File: config.mk
export PLATFORM = sky130hd
export DESIGN_NAME = sram_arbiter
export DESIGN_NICKNAME = d
export VERILOG_FILES = /design/src/rtl/sram_arbiter.sv
export SDC_FILE = /design/constraint.sdc
export NUM_CORES = 1
export LEC_CHECK = 0
export BUFFER_PORTS_ARGS = -buffer_cell sky130_fd_sc_hd__buf_2
export CAP_MARGIN = 5
export CELL_PAD_IN_SITES_DETAIL_PLACEMENT = 1
export CELL_PAD_IN_SITES_GLOBAL_PLACEMENT = 2
export CORE_MARGIN = 1.5
export CORE_UTILIZATION = 28
export DETAILED_ROUTE_END_ITERATION = 12
export MAX_ROUTING_LAYER = met4
export PLACE_DENSITY = 0.87
export SKIP_LAST_GASP = 1
export SLEW_MARGIN = 30
export SYNTH_ARGS = -nofsm -noshare
export SYNTH_HDL_FRONTEND = slang
export SYNTH_SLANG_ARGS = --single-unit
File: constraint.sdc
create_clock -name clk -period 1.9 [get_ports clk]
set_clock_uncertainty 0.05 [all_clocks]
set_input_delay 0.19 -clock clk [delete_from_list [all_inputs] [get_ports clk]]
set_output_delay 0.19 -clock clk [all_outputs]
set_load 0.05 [all_outputs]
File: src/rtl/sram_arbiter.sv
// Round-robin arbiter sharing one async 256K x 16 SRAM between host and engine.
// Optional SRAM_ARB_LOCK_EN lets the engine hold the grant across accesses.
module sram_arbiter #(
  parameter int unsigned WAIT_CYCLES = 2
) (
  input  logic        clk,
  input  logic        nRESET,
  input  logic        host_req,
  input  logic        host_we,
  input  logic [17:0] host_addr,
  input  logic [15:0] host_wdata,
  output logic        host_ack,
  output logic [15:0] host_rdata,
  input  logic        proc_req,
  input  logic        proc_we,
  input  logic [17:0] proc_addr,
  input  logic [15:0] proc_wdata,
  input  logic        proc_lock,
  output logic        proc_ack,
  output logic [15:0] proc_rdata,
  output logic        SRAM_nCS,
  output logic        SRAM_nOE,
  output logic        SRAM_nWE,
  output logic [17:0] SRAM_ADDR,
  output logic [15:0] sram_dout,
  output logic        sram_doe,
  input  logic [15:0] sram_din,
  output logic        busy,
  output logic        grant_host
);

  typedef enum logic [1:0] {
    S_IDLE, S_SETUP, S_ACCESS, S_DONE
  } state_t;

  state_t      state_q, state_d;
  logic [3:0]  cnt_q, cnt_d;
  logic        we_q, we_d;
  logic [17:0] addr_q, addr_d;
  logic [15:0] wdata_q, wdata_d;
  logic        gh_q, gh_d;
  logic        last_host_q, last_host_d;
  logic        ncs_q, ncs_d;
  logic        noe_q, noe_d;
  logic        nwe_q, nwe_d;
  logic [17:0] sa_q, sa_d;
  logic [15:0] dout_q, dout_d;
  logic        doe_q, doe_d;
  logic        hack_q, hack_d;
  logic        pack_q, pack_d;
  logic [15:0] hrd_q, hrd_d;
  logic [15:0] prd_q, prd_d;
  logic        busy_q, busy_d;
  logic        win_host;

`ifdef SRAM_ARB_LOCK_EN
  logic        lock_q, lock_d;
`else
  logic        unused_lock;
  assign unused_lock = proc_lock;
`endif

  // Pick the grantee: the requester that did not win last time
  always_comb begin
    win_host = host_req && (!proc_req || !last_host_q);
`ifdef SRAM_ARB_LOCK_EN
    if (lock_q && proc_req) win_host = 1'b0;
`endif
  end

  // Next state; pin values follow the current state one cycle later
  always_comb begin
    state_d     = state_q;
    cnt_d       = cnt_q;
    we_d        = we_q;
    addr_d      = addr_q;
    wdata_d     = wdata_q;
    gh_d        = gh_q;
    last_host_d = last_host_q;
    ncs_d       = 1'b1;
    noe_d       = 1'b1;
    nwe_d       = 1'b1;
    sa_d        = sa_q;
    dout_d      = dout_q;
    doe_d       = 1'b0;
    hack_d      = 1'b0;
    pack_d      = 1'b0;
    hrd_d       = hrd_q;
    prd_d       = prd_q;
`ifdef SRAM_ARB_LOCK_EN
    lock_d      = lock_q;
`endif
    unique case (state_q)
      S_IDLE: begin
`ifdef SRAM_ARB_LOCK_EN
        lock_d = 1'b0;
`endif
        if (host_req || proc_req) begin
          gh_d    = win_host;
          we_d    = win_host ? host_we : proc_we;
          addr_d  = win_host ? host_addr : proc_addr;
          wdata_d = win_host ? host_wdata : proc_wdata;
          state_d = S_SETUP;
        end
      end
      S_SETUP: begin
        ncs_d   = 1'b0;
        sa_d    = addr_q;
        cnt_d   = 4'(WAIT_CYCLES - 1);
        state_d = S_ACCESS;
        if (we_q) begin
          doe_d  = 1'b1;
          dout_d = wdata_q;
        end else begin
          noe_d = 1'b0;
        end
      end
      S_ACCESS: begin
        ncs_d = 1'b0;
        doe_d = we_q;
        nwe_d = !we_q;
        noe_d = we_q;
        if (cnt_q == 4'd0) begin
          state_d = S_DONE;
          if (!we_q) begin
            if (gh_q) hrd_d = sram_din;
            else      prd_d = sram_din;
          end
        end else begin
          cnt_d = cnt_q - 4'd1;
        end
      end
      S_DONE: begin
        ncs_d       = 1'b0;
        doe_d       = we_q;
        hack_d      = gh_q;
        pack_d      = !gh_q;
        last_host_d = gh_q;
`ifdef SRAM_ARB_LOCK_EN
        lock_d      = !gh_q && proc_lock;
`endif
        state_d     = S_IDLE;
      end
    endcase
    busy_d = (state_d != S_IDLE);
  end

  // State and registered outputs
  always_ff @(posedge clk or negedge nRESET) begin
    if (!nRESET) begin
      state_q     <= S_IDLE;
      cnt_q       <= '0;
      we_q        <= 1'b0;
      addr_q      <= '0;
      wdata_q     <= '0;
      gh_q        <= 1'b0;
      last_host_q <= 1'b0;
      ncs_q       <= 1'b1;
      noe_q       <= 1'b1;
      nwe_q       <= 1'b1;
      sa_q        <= '0;
      dout_q      <= '0;
      doe_q       <= 1'b0;
      hack_q      <= 1'b0;
      pack_q      <= 1'b0;
      hrd_q       <= '0;
      prd_q       <= '0;
      busy_q      <= 1'b0;
`ifdef SRAM_ARB_LOCK_EN
      lock_q      <= 1'b0;
`endif
    end else begin
      state_q     <= state_d;
      cnt_q       <= cnt_d;
      we_q        <= we_d;
      addr_q      <= addr_d;
      wdata_q     <= wdata_d;
      gh_q        <= gh_d;
      last_host_q <= last_host_d;
      ncs_q       <= ncs_d;
      noe_q       <= noe_d;
      nwe_q       <= nwe_d;
      sa_q        <= sa_d;
      dout_q      <= dout_d;
      doe_q       <= doe_d;
      hack_q      <= hack_d;
      pack_q      <= pack_d;
      hrd_q       <= hrd_d;
      prd_q       <= prd_d;
      busy_q      <= busy_d;
`ifdef SRAM_ARB_LOCK_EN
      lock_q      <= lock_d;
`endif
    end
  end

  assign SRAM_nCS   = ncs_q;
  assign SRAM_nOE   = noe_q;
  assign SRAM_nWE   = nwe_q;
  assign SRAM_ADDR  = sa_q;
  assign sram_dout  = dout_q;
  assign sram_doe   = doe_q;
  assign host_ack   = hack_q;
  assign proc_ack   = pack_q;
  assign host_rdata = hrd_q;
  assign proc_rdata = prd_q;
  assign busy       = busy_q;
  assign grant_host = gh_q;

endmodule

### After elaboration in Yosys (flattened, before gate mapping)

Index checks and enable logic that the tools add are counted.

| operators by class | value |
|---|---|
| bitwise logic cells | 2 |
| reduce and logical (&&, ||, !) cells | 18 |
| add/sub/neg operators | 1 |
| multiply operators | 0 |
| shift operators | 0 |
| magnitude comparators | 0 |
| mux-type cells | 15 |
| equal/unequal tests | 4 |
| divide/modulo/power cells | 0 |

Operators with widths:

| kind | count |
|---|---|
| $mux W18 | 1 |
| $mux W16 | 1 |
| $pmux W2 S4 | 1 |
| $pmux W4 S2 | 1 |
| $reduce_and A4 Y1 | 2 |
| $mux W1 | 6 |
| $reduce_and A2 Y1 | 3 |
| $eq A2 B2 Y1 const B | 2 |
| $logic_not A1 Y1 | 4 |
| $logic_not A4 Y1 | 1 |
| $mux W2 | 2 |
| $mux W4 | 1 |
| $pmux W1 S2 | 2 |
| $reduce_bool A2 Y1 | 2 |
| $sub A4 B1 Y4 const B | 1 |
| $reduce_or A3 Y1 | 1 |
| $eq A2 B1 Y1 const B | 1 |
| $logic_not A2 Y1 | 1 |
| $logic_or A1 B1 Y1 | 2 |
| $ne A2 B2 Y1 const B | 1 |
| $not A1 Y1 | 2 |
| $reduce_or A2 Y1 | 1 |
| $logic_and A1 B1 Y1 | 1 |

| storage, ports and cells | value |
|---|---|
| RAM bits | 0 |
| output and inout bits | 74 |
| ROM bits | 0 |
| bits in latches | 0 |
| logic and storage cells | 58 |
| flip-flop bits (word level) | 116 |
| memories kept | 0 |
| input bits | 91 |

### Longest topological paths before layout

| logic depth | value |
|---|---|
| depth in word-level cells | 4 |
| gate-level depth with buffers | 7 |
| gate-level depth less buffers | 5 |

### Worst setup path before layout

Ideal clock, no wire load.

| timing | value |
|---|---|
| path type | register to register |
| start point | reg state_q[0] |
| end point | reg hrd_q[10], in the netlist host_rdata[10] |
| cell stages (with the launch flop) | 8 |
| data arrival time | 1.897 ns |
| data required time | 1.725 ns |
| path buffers | 2 |
| period minus slack after synthesis | 2.072 ns |
| setup time | 0.125 ns |
| setup slack | -0.172 ns |
| cells stage by stage | dfrtp_1 -> inv_1 -> ha_1 -> nand4bb_4 -> or3b_1 -> buf_6 -> buf_12 -> mux2_4 |

| between the ends | value |
|---|---|
| longest elaborated chain between the ends | 2 |

RTL lines:

| element | line | RTL |
|---|---|---|
| from (decl) | 36 | `state_t state_q, state_d;` |
| from (signal assigned) | 173 | `state_q <= state_d;` |
| $eq A2 B2 Y1 | 93 | `unique case (state_q)` |
| $reduce_and A4 Y1 (no source line) | - |  |
| to (signal assigned) | 188 | `hrd_q <= hrd_d;` |
| to (decl) | 51 | `logic [15:0] hrd_q, hrd_d;` |

No other way between the ends.
A chain may end at the register's enable or synchronous reset.

### Final worst setup path

| timing | value |
|---|---|
| start point | reg cnt_q[1] |
| end point | reg hrd_q[7], in the netlist host_rdata[7] |

| between the ends | value |
|---|---|
| longest elaborated chain between the ends | 2 |

RTL lines:

| element | line | RTL |
|---|---|---|
| from (decl) | 37 | `logic [3:0] cnt_q, cnt_d;` |
| from (signal assigned) | 174 | `cnt_q <= cnt_d;` |
| $logic_not A4 Y1 | 123 | `if (cnt_q == 4'd0) begin` |
| $reduce_and A4 Y1 (no source line) | - |  |

No other way between the ends.

==> results_dict.tcl <==
set metrics [dict create \
    setup_ws_ns 0.0567 \
    row_count 47 \
    via_count 3910 \
    die_y_um 133 \
    worst_hold_slack_ns 0.0215 \
    clockBufferDepth 2 \
    place_inst 762 \
    status "finished clean" \
    postRouteAntennaNets 0 \
    fp.dieArea_um2 17800 \
    p_int_mw 8.38 \
    final_util_pct 43.2 \
    async_reset_ff_share_pct 100 \
    via_per_inst 4.62 \
    sw_frac_of_total_pct 43.7 \
    die_x_um 133 \
    start_util_pct 28.7 \
    period_share_pct 97.0 \
    p_seq_share_pct 29.9 \
    antenna_found_initial 1 \
    syn_nets 485 \
    mostFrequentLayoutCell "buf_2" \
    ioPinCount 165 \
    tightest_slew_ns 0.876 \
    h-tree-depth 4 \
    ys.flop_type "dfrtp_1" \
    start_kind "register" \
    final_cells 846 \
    ys_ff_latch 116 \
    setup_viol_count_final 0 \
    fin_crit_ns 1.84 \
    drt_iter0_drc 85 \
    final-hold-violation-count 0 \
    path_class "reg -> reg" \
    synth_warnings 0 \
    cts_root_buf "clkbuf_16" \
    yosysSeqAreaShare_pct 61.1 \
    grt_pass1_wl_um 23000 \
    clock_latency_ns 0.41 \
    gp_congestion 0.743 \
    drive_gt1_share_pct 45.6 \
    netlist_area_um2 4760 \
    slew_viol_final 0 \
    crit_path_max_fanout 16 \
    worst_ep_required_time_ns 2.13 \
    grt_pass1_vias 4389 \
    wirelength_um 14200 \
    fin_nets 711 \
    max-vdd-ir-drop_mv 0.923 \
    grt_max_degree 43 \
    grt_usage_pct 17.2 \
    syn-mean-instance-area_um2 12.3 \
    fmax_mhz 542 \
    dp_hpwl_um 9330 \
    grt_remaining_overflow 0 \
    clock_sinks 116 \
    fill_cells 1835 \
    areaGrowthSynthToFinish_pct 50.5 \
    power.leakage_nw 3.33 \
    avgRoutedWirePerCell_um 16.8 \
    hold_path_class "in -> reg" \
    coreArea_um2 16600 \
    dr.pass1.iters 4 \
    mostFrequentLayoutCells "buf_2, dfrtp_1, a21oi_1" \
    clockPowerShare_pct 23.7 \
    synth_cells 387 \
    fin_setup_tns_ns 0 \
    clkTransAtPathRegs_ns 0.06 \
    synth_edf_count 0 \
    slew_headroom_pct 41.6 \
    comb_power_share_pct 46.5 \
    synth_cell_type_count 37 \
    cts_tree "yes" \
    arrival_ns 2.08 \
    io_buffers 163 \
    p_sw_mw 6.52 \
    max_cap_violations 0 \
    drc 0 \
    p_per_area_nw_per_um2 2080 \
    preCtsSetupSlack_ns -0.00628 \
    cts_setup_buffers 0 \
    worstSetupEndpointType "register" \
    cts_buffers 17 \
]
power by group through the flow:
stage | registers (mW) | logic (mW) | clock network (mW)
floorplan | 7.14 | 2.22 | 0
global placement | 4.40 | 6.67 | 0
detailed placement | 4.49 | 6.87 | 0
CTS | 4.46 | 6.98 | 3.62
global route | 4.62 | 7.38 | 3.73
finish | 4.45 | 6.92 | 3.53
cell usage after synthesis (2+ instances only):
cell      count  area [um^2]
dfrtp_1     113         2830
a21oi_1      70          350
mux2_2       57          642
nand2_1      38          143
nor2_1       37          139
clkbuf_1     15         56.3
mux2_4       10          150
ha_1          7         87.6
inv_1         5         18.8
dfstp_2       3         78.8
nor2b_1       3         18.8
buf_2         2         10.0
buf_6         2         22.5
or3_1         2         12.5
repair_timing:
| action | 4_1_cts | 5_1_grt |
|---|---|---|
| hold buffers | 52 | 0 |
| endpoints found under the setup margin | 5 | 13 |
| hold endpoints to repair | 99 | 0 |
| gates resized for setup | 2 | 2 |
metal layers:
layer	vias to the layer above	part of all wire [%]	GRT usage, %
met1	1986	41	19.0
li1	1790	-	-
met5	-	0	-
met4	0	2.0	6.52
met3	19	4.4	4.30
met2	115	53	30.0
final timing paths:
check | from | end | slack (ns) | cells past startpoint
max in group asynchronous | nRESET | SRAM_nCS | 0.93 | 3
min | host_addr[1] | addr_q[1] | 0.02 | 3
max reg2reg | cnt_q[1] | host_rdata[7] | 0.06 | 6
min in group asynchronous | nRESET | sram_dout[6] | 0.25 | 2
max | cnt_q[1] | host_rdata[7] | 0.06 | 6
min reg2reg | host_rdata[3] | host_rdata[3] | 0.45 | 1
registers in the layout (all words and copies together) (netlist names), 2 cells and up:
register and cells:
SRAM_ADDR 18, addr_q 18, host_rdata 16, proc_rdata 16, sram_dout 16, wdata_q 16
cnt_q 4, state_q 2
layout make-up:
cell class | instances | area, um^2 | area share (%)
Clock buffer | 23 | 478 | 6.68
Tap cell | 220 | 275 | 3.84
Sequential cell | 116 | 2910 | 40.6
Antenna cell | 1 | 2.50 | 0.0350
Inverter | 5 | 18.8 | 0.262
Timing Repair Buffer | 228 | 1540 | 21.5
Multi-Input combinational cell | 245 | 1770 | 24.7
Clock inverter | 8 | 173 | 2.41
stage by stage:
| step | power [mW] | instance area [um^2] |
|---|---|---|
| 2_1_floorplan | 9.35 | 4770 |
| 3_3_place_gp | 11.1 | 5970 |
| 3_5_place_dp | 11.4 | 5970 |
| 4_1_cts | 15.1 | 7150 |
| 5_1_grt | 15.7 | 7160 |
| 6_report | 14.9 | 7160 |
logic make-up (layout without fill, tap and decap cells):
group	after synthesis	after routing	synth area share [%]
compound gates	83	83	9.44
fa+ha+maj	7	7	1.84
buf+inv	26	264	2.76
flops	116	116	61.1
mux	67	67	16.6
other cells	0	1	0
simple gates	88	88	8.21
worst max-delay path, cell delays in order, from the launching register on:
cell       delay (ns)
dfrtp_1          0.37
inv_1            0.14
ha_4             0.17
nand4bb_4        0.12
or3b_4           0.40
buf_12           0.17
mux2_4           0.31
Power figures use the tool's default switching activity.
